--- src/rtl/rv_ctrl_pkg.sv ---
// rtl/rv_ctrl_pkg.sv - shared opcodes, FSM states and datapath select encodings
package rv_ctrl_pkg;

  localparam logic [6:0] OP_R      = 7'b0110011;
  localparam logic [6:0] OP_I      = 7'b0010011;
  localparam logic [6:0] OP_LOAD   = 7'b0000011;
  localparam logic [6:0] OP_STORE  = 7'b0100011;
  localparam logic [6:0] OP_BRANCH = 7'b1100011;
  localparam logic [6:0] OP_JAL    = 7'b1101111;
  localparam logic [6:0] OP_JALR   = 7'b1100111;
  localparam logic [6:0] OP_LUI    = 7'b0110111;

  typedef enum logic [3:0] {
    FETCH    = 4'd0,
    DECODE   = 4'd1,
    EXEC_R   = 4'd2,
    EXEC_I   = 4'd3,
    ALU_WB   = 4'd4,
    MEM_ADDR = 4'd5,
    MEM_RD   = 4'd6,
    MEM_WB   = 4'd7,
    MEM_WR   = 4'd8,
    BRANCH   = 4'd9,
    JAL      = 4'd10,
    JALR     = 4'd11,
    LUI      = 4'd12,
    TRAP     = 4'd13
  } state_t;

  localparam logic [1:0] ALUOP_ADD    = 2'b00;
  localparam logic [1:0] ALUOP_BRANCH = 2'b01;
  localparam logic [1:0] ALUOP_FUNCT  = 2'b10;

  localparam logic [1:0] SRCA_PC    = 2'd0;
  localparam logic [1:0] SRCA_OLDPC = 2'd1;
  localparam logic [1:0] SRCA_RS1   = 2'd2;
  localparam logic [1:0] SRCA_ZERO  = 2'd3;

  localparam logic [1:0] SRCB_RS2  = 2'd0;
  localparam logic [1:0] SRCB_FOUR = 2'd1;
  localparam logic [1:0] SRCB_IMM  = 2'd2;

  localparam logic [1:0] PCSRC_ALU    = 2'd0;
  localparam logic [1:0] PCSRC_ALUOUT = 2'd1;
  localparam logic [1:0] PCSRC_JALR   = 2'd2;

  localparam logic [1:0] WB_ALUOUT = 2'd0;
  localparam logic [1:0] WB_MDR    = 2'd1;
  localparam logic [1:0] WB_PC     = 2'd2;

endpackage

--- src/rtl/opcode_decode.sv ---
// rtl/opcode_decode.sv - maps an opcode to the first state after DECODE
module opcode_decode
  import rv_ctrl_pkg::*;
(
  input  logic [6:0] opcode,
  output state_t     next_state,
  output logic       is_store
);

  always_comb begin
    next_state = TRAP;
    case (opcode)
      OP_R:              next_state = EXEC_R;
      OP_I:              next_state = EXEC_I;
      OP_LOAD, OP_STORE: next_state = MEM_ADDR;
      OP_BRANCH:         next_state = BRANCH;
      OP_JAL:            next_state = JAL;
      OP_JALR:           next_state = JALR;
      OP_LUI:            next_state = LUI;
      default:           next_state = TRAP;
    endcase
  end

  assign is_store = (opcode == OP_STORE);

endmodule

--- src/rtl/multicycle_control.sv ---
// rtl/multicycle_control.sv - main sequencing FSM for the multicycle RV32I datapath
module multicycle_control
  import rv_ctrl_pkg::*;
#(
  parameter state_t RESET_STATE = FETCH
) (
  input  logic        clk,
  input  logic        rst,
  input  logic [31:0] instr,
  input  logic        zero,
  input  logic        mem_ready,
  output logic        mem_req,
  output logic        mem_we,
  output logic        IorD,
  output logic        IRWrite,
  output logic        PCWrite,
  output logic [1:0]  PCSource,
  output logic [1:0]  ALUSrcA,
  output logic [1:0]  ALUSrcB,
  output logic [1:0]  ALUOp,
  output logic        imm,
  output logic        RegWrite,
  output logic [1:0]  MemtoReg,
  output logic        illegal
);

  state_t state;
  state_t dec_next;
  logic   dec_store;
  logic   unused_instr;

  assign unused_instr = ^instr[31:7];

  opcode_decode u_decode (
    .opcode     (instr[6:0]),
    .next_state (dec_next),
    .is_store   (dec_store)
  );

  always_ff @(posedge clk) begin
    if (rst) begin
      state <= RESET_STATE;
    end else begin
      case (state)
        FETCH:                        if (mem_ready) state <= DECODE;
        DECODE:                       state <= dec_next;
        EXEC_R, EXEC_I, LUI:          state <= ALU_WB;
        MEM_ADDR:                     state <= dec_store ? MEM_WR : MEM_RD;
        MEM_RD:                       if (mem_ready) state <= MEM_WB;
        MEM_WR:                       if (mem_ready) state <= FETCH;
        ALU_WB, MEM_WB, BRANCH,
        JAL, JALR:                    state <= FETCH;
        TRAP:                         state <= TRAP;
        default:                      state <= FETCH;
      endcase
    end
  end

  // Everything is forced low while rst is high so an abandoned request never strobes.
  always_comb begin
    mem_req  = 1'b0;
    mem_we   = 1'b0;
    IorD     = 1'b0;
    IRWrite  = 1'b0;
    PCWrite  = 1'b0;
    PCSource = PCSRC_ALU;
    ALUSrcA  = SRCA_PC;
    ALUSrcB  = SRCB_RS2;
    ALUOp    = ALUOP_ADD;
    imm      = 1'b0;
    RegWrite = 1'b0;
    MemtoReg = WB_ALUOUT;
    illegal  = 1'b0;
    if (!rst) begin
      case (state)
        FETCH: begin
          mem_req = 1'b1;
          ALUSrcB = SRCB_FOUR;
          IRWrite = mem_ready;
          PCWrite = mem_ready;
        end
        DECODE: begin
          ALUSrcA = SRCA_OLDPC;
          ALUSrcB = SRCB_IMM;
        end
        EXEC_R: begin
          ALUSrcA = SRCA_RS1;
          ALUOp   = ALUOP_FUNCT;
        end
        EXEC_I: begin
          ALUSrcA = SRCA_RS1;
          ALUSrcB = SRCB_IMM;
          ALUOp   = ALUOP_FUNCT;
          imm     = 1'b1;
        end
        ALU_WB: RegWrite = 1'b1;
        MEM_ADDR: begin
          ALUSrcA = SRCA_RS1;
          ALUSrcB = SRCB_IMM;
        end
        MEM_RD: begin
          mem_req = 1'b1;
          IorD    = 1'b1;
        end
        MEM_WB: begin
          RegWrite = 1'b1;
          MemtoReg = WB_MDR;
        end
        MEM_WR: begin
          mem_req = 1'b1;
          mem_we  = 1'b1;
          IorD    = 1'b1;
        end
        BRANCH: begin
          ALUSrcA  = SRCA_RS1;
          ALUOp    = ALUOP_BRANCH;
          PCSource = PCSRC_ALUOUT;
          PCWrite  = zero;
        end
        JAL: begin
          PCWrite  = 1'b1;
          PCSource = PCSRC_ALUOUT;
          RegWrite = 1'b1;
          MemtoReg = WB_PC;
        end
        JALR: begin
          ALUSrcA  = SRCA_RS1;
          ALUSrcB  = SRCB_IMM;
          PCSource = PCSRC_JALR;
          PCWrite  = 1'b1;
          RegWrite = 1'b1;
          MemtoReg = WB_PC;
        end
        LUI: begin
          ALUSrcA = SRCA_ZERO;
          ALUSrcB = SRCB_IMM;
        end
        TRAP: illegal = 1'b1;
        default: ;
      endcase
    end
  end

endmodule

--- config.mk ---
export PLATFORM = sky130hd
export DESIGN_NAME = multicycle_control
export DESIGN_NICKNAME = d
export VERILOG_FILES = /design/src/rtl/rv_ctrl_pkg.sv /design/src/rtl/opcode_decode.sv /design/src/rtl/multicycle_control.sv
export SDC_FILE = /design/constraint.sdc
export NUM_CORES = 1
export LEC_CHECK = 0
export ABC_CLOCK_PERIOD_IN_PS = 4200
export BUFFER_PORTS_ARGS = -buffer_cell sky130_fd_sc_hd__buf_2
export CAP_MARGIN = 20
export CORE_MARGIN = 5
export CORE_UTILIZATION = 41
export DETAILED_ROUTE_END_ITERATION = 10
export GPL_TIMING_DRIVEN = 1
export PLACE_DENSITY = 0.95
export SKIP_LAST_GASP = 1
export SLEW_MARGIN = 40
export SYNTH_ARGS = -nofsm -noshare
export SYNTH_HDL_FRONTEND = slang
export SYNTH_SLANG_ARGS = --single-unit
--- constraint.sdc ---
create_clock -name clk -period 4.2 [get_ports clk]
set_clock_uncertainty 0.15 [all_clocks]
set_input_delay 0.63 -clock clk [delete_from_list [all_inputs] [get_ports clk]]
set_output_delay 0.63 -clock clk [all_outputs]
set_load 0.02 [all_outputs]
==> results.json <==
{
  "hold_path_depth": 2,
  "place_ws_ns": 1.86,
  "whs_ns": 0.646,
  "cap_violations": 0,
  "post_cts_buffers": 0,
  "antennaDiodeCount": 0,
  "r2r_cells": 4,
  "die_y_um": 49.8,
  "htree_levels": 1,
  "fin_nets": 155,
  "cts_tree": "done",
  "gp_congestion": 0.802,
  "worst-endpoint-arrival_ns": 1.87,
  "min_from": "state[3]$_SDFFE_PP0P_",
  "status": "finished clean",
  "clk_latency_ns": 0.24,
  "clock-sinks": 4,
  "rsz0062_at_grt": "false",
  "n_fill_cell": 152,
  "post_synth_num_cell_types": 43,
  "die_x_um": 49.8,
  "routedWlPerCell_um": 14.5,
  "yosysWarnings": 0,
  "start_kind": "register",
  "synth_edf_count": 0,
  "largest_register_ffs": 4,
  "r2r_start": "state[1]$_SDFFE_PP0P_",
  "grt_antenna_before_repair": 0,
  "path_class": "reg -> out",
  "cts_made_buffers": 3,
  "fin_util": 0.520,
  "netlist_area_um2": 651,
  "drtIter0Drc": 49,
  "synthFlopType": "dfxtp_1",
  "synth-seq-area-share": 0.123,
  "ctsResizeCount": 0,
  "syn_inst": 95,
  "hold_end": "state[3]$_SDFFE_PP0P_",
  "crit_chain": "nand2b_1 > o21ai_0 > a2bb2oi_1 > nor2_1 > buf_2",
  "start_util": 0.432,
  "vdd_drop_max_v": 0.000255,
  "synth_nets": 131,
  "reg2reg_slack_ns": 2.38,
  "grtUsageTotal": 0.158,
  "timing.setup.tns_ns": 0,
  "drt_pass1_iterations": 4,
  "hp-class": "reg -> reg",
  "period_share": 0.632,
  "ctsRootBufferMaster": "clkbuf_4",
  "cp-end-kind": "primary output",
  "dieArea_mm2": 0.00248,
  "largest_register": "state",
  "ant_nets": 0,
  "cts_hold_buffers": 0,
  "row_count": 14,
  "dr_total_vias": 852,
  "cp_slowest_cell": "dfxtp_1",
  "viasPerCell": 6.41,
  "dpl.hpwl_um": 1380,
  "boundaryPins": 54,
  "crit_required_ns": 3.42,
  "clockBufferDepth": 2,
  "drc": 0,
  "grt-ovfl-total": 0,
  "worst_pin_slew_ns": 0.622,
  "grt_pass1_vias": 731,
  "portBuffers": 28,
  "powerDensity_mw_per_mm2": 528,
  "setup-violations-final": 0,
  "finalHoldViolations": 0,
  "cp_max_fo": 19,
  "layout_setup_ws_ns": 1.55,
  "syn_to_final_growth_pct": 20.4,
  "grt_max_degree": 21,
  "max_stage_delay_ns": 0.71,
  "async_reset_ff_frac": 0,
  "top_layer": "met4",
  "ys_ff_latch": 4,
  "p_leak_nw": 0.346,
  "post-route-min-period_ns": 2.65,
  "wl_met3_um": 207,
  "drv_slew": 0,
  "avgSynthCellArea_um2": 6.85,
  "met2_length_um": 932,
  "max-slew-margin-rel": 0.585,
  "total_power_mw": 0.414,
  "grt_pass1_wl_um": 3170,
  "timing.fmax_mhz": 377,
  "wirelength_um": 1940,
  "wl_met1_um": 738,
  "path_clk_slew_ns": 0.04,
  "drive_gt1_frac": 0.325,
  "largestRegisters": "state: 4 flops",
  "core_mm2": 0.00151,
  "worstReg2RegEnd": "state[0]$_SDFFE_PP0P_"
}
## critical path, delay by kind of cell (launching register included)
kind | cells | cell delay (ns)
AO/OA/AOI/OAI | 2 | 0.33
buffers and inverters | 1 | 0.17
flip-flops | 1 | 0.71
AND/OR/NAND/NOR | 2 | 0.42
## cells in the mapped netlist, drive strengths merged (2+ instances only)
cell type / number / area share
a2bb2oi: 2 / 0.027
or2: 3 / 0.029
a2111oi: 3 / 0.060
inv: 4 / 0.023
o22ai: 2 / 0.019
buf: 4 / 0.048
a211oi: 2 / 0.023
a31oi: 2 / 0.019
nor2: 12 / 0.069
nor3: 10 / 0.077
or3b: 2 / 0.027
nand2b: 4 / 0.038
nand2: 4 / 0.023
o21ai: 3 / 0.023
clkbuf: 5 / 0.029
nand3b: 2 / 0.023
nor4: 2 / 0.019
dfxtp: 4 / 0.12
a21oi: 5 / 0.038
## per-layer routing
layer	GRT usage	up-vias
met3	0.0301	9
met2	0.246	63
met1	0.199	378
met4	0.0917	0
li1	-	402
met5	0	-
## where the power goes
| group | switching, mW | leakage, nW | total (mW) | internal [mW] |
|---|---|---|---|---|
| clock | 0.0205 | 0.0138 | 0.0528 | 0.0323 |
| combinational | 0.152 | 0.300 | 0.256 | 0.104 |
| sequential | 0.0543 | 0.0328 | 0.105 | 0.0506 |
## metrics by stage
step | area, µm² | std cells
detailed placement | 761 | 130
floorplan | 651 | 95
global route | 783 | 133
CTS | 783 | 133
finish | 783 | 133
global placement | 761 | 130
## how the worst max path moves through the flow
stage,startpoint,to,slack (ns)
after floorplan,state[1]$_SDFFE_PP0P_,PCWrite,1.55
after global placement,state[0]$_SDFFE_PP0P_,RegWrite,1.86
after detailed placement,state[1]$_SDFFE_PP0P_,PCWrite,1.86
after CTS,state[0]$_SDFFE_PP0P_,RegWrite,1.59
after global routing,state[0]$_SDFFE_PP0P_,RegWrite,1.36
final,state[0]$_SDFFE_PP0P_,RegWrite,1.55
## kinds of logic (layout without fill, tap and decap cells)
kind of cell,Yosys count,count (layout),synth area share
AND/OR/NAND/NOR,48,48,0.412
AO/OA/AOI/OAI,27,27,0.323
buffers and inverters,13,35,0.100
flip-flops,4,4,0.123
XOR/XNOR,2,2,0.0269
multiplexers,1,1,0.0154
## layout make-up
type                    instances  area [µm²]  area share
flip-flops and latches          4        80.1       0.102
well taps                      16        20.0      0.0256
inverters                       4        15.0      0.0192
clock buffers                   3        22.5      0.0288
multi-input cells              78         505       0.645
repair buffers                 28         140       0.179
## cells in the final DEF (no fill, tap or decap), drive strengths merged, types with 2 or more instances in the layout
cell and n:
buf 28, nor2 12, nor3 10, a21oi 5, nand2b 4, nand2 4
inv 4, dfxtp 4, o21ai 3, or2 3, clkbuf 3, a2111oi 3
nand3b 2, a2bb2oi 2, a31oi 2, nor4 2, o22ai 2, a211oi 2
or3b 2
No activity file was read; power rests on OpenSTA's default activity.
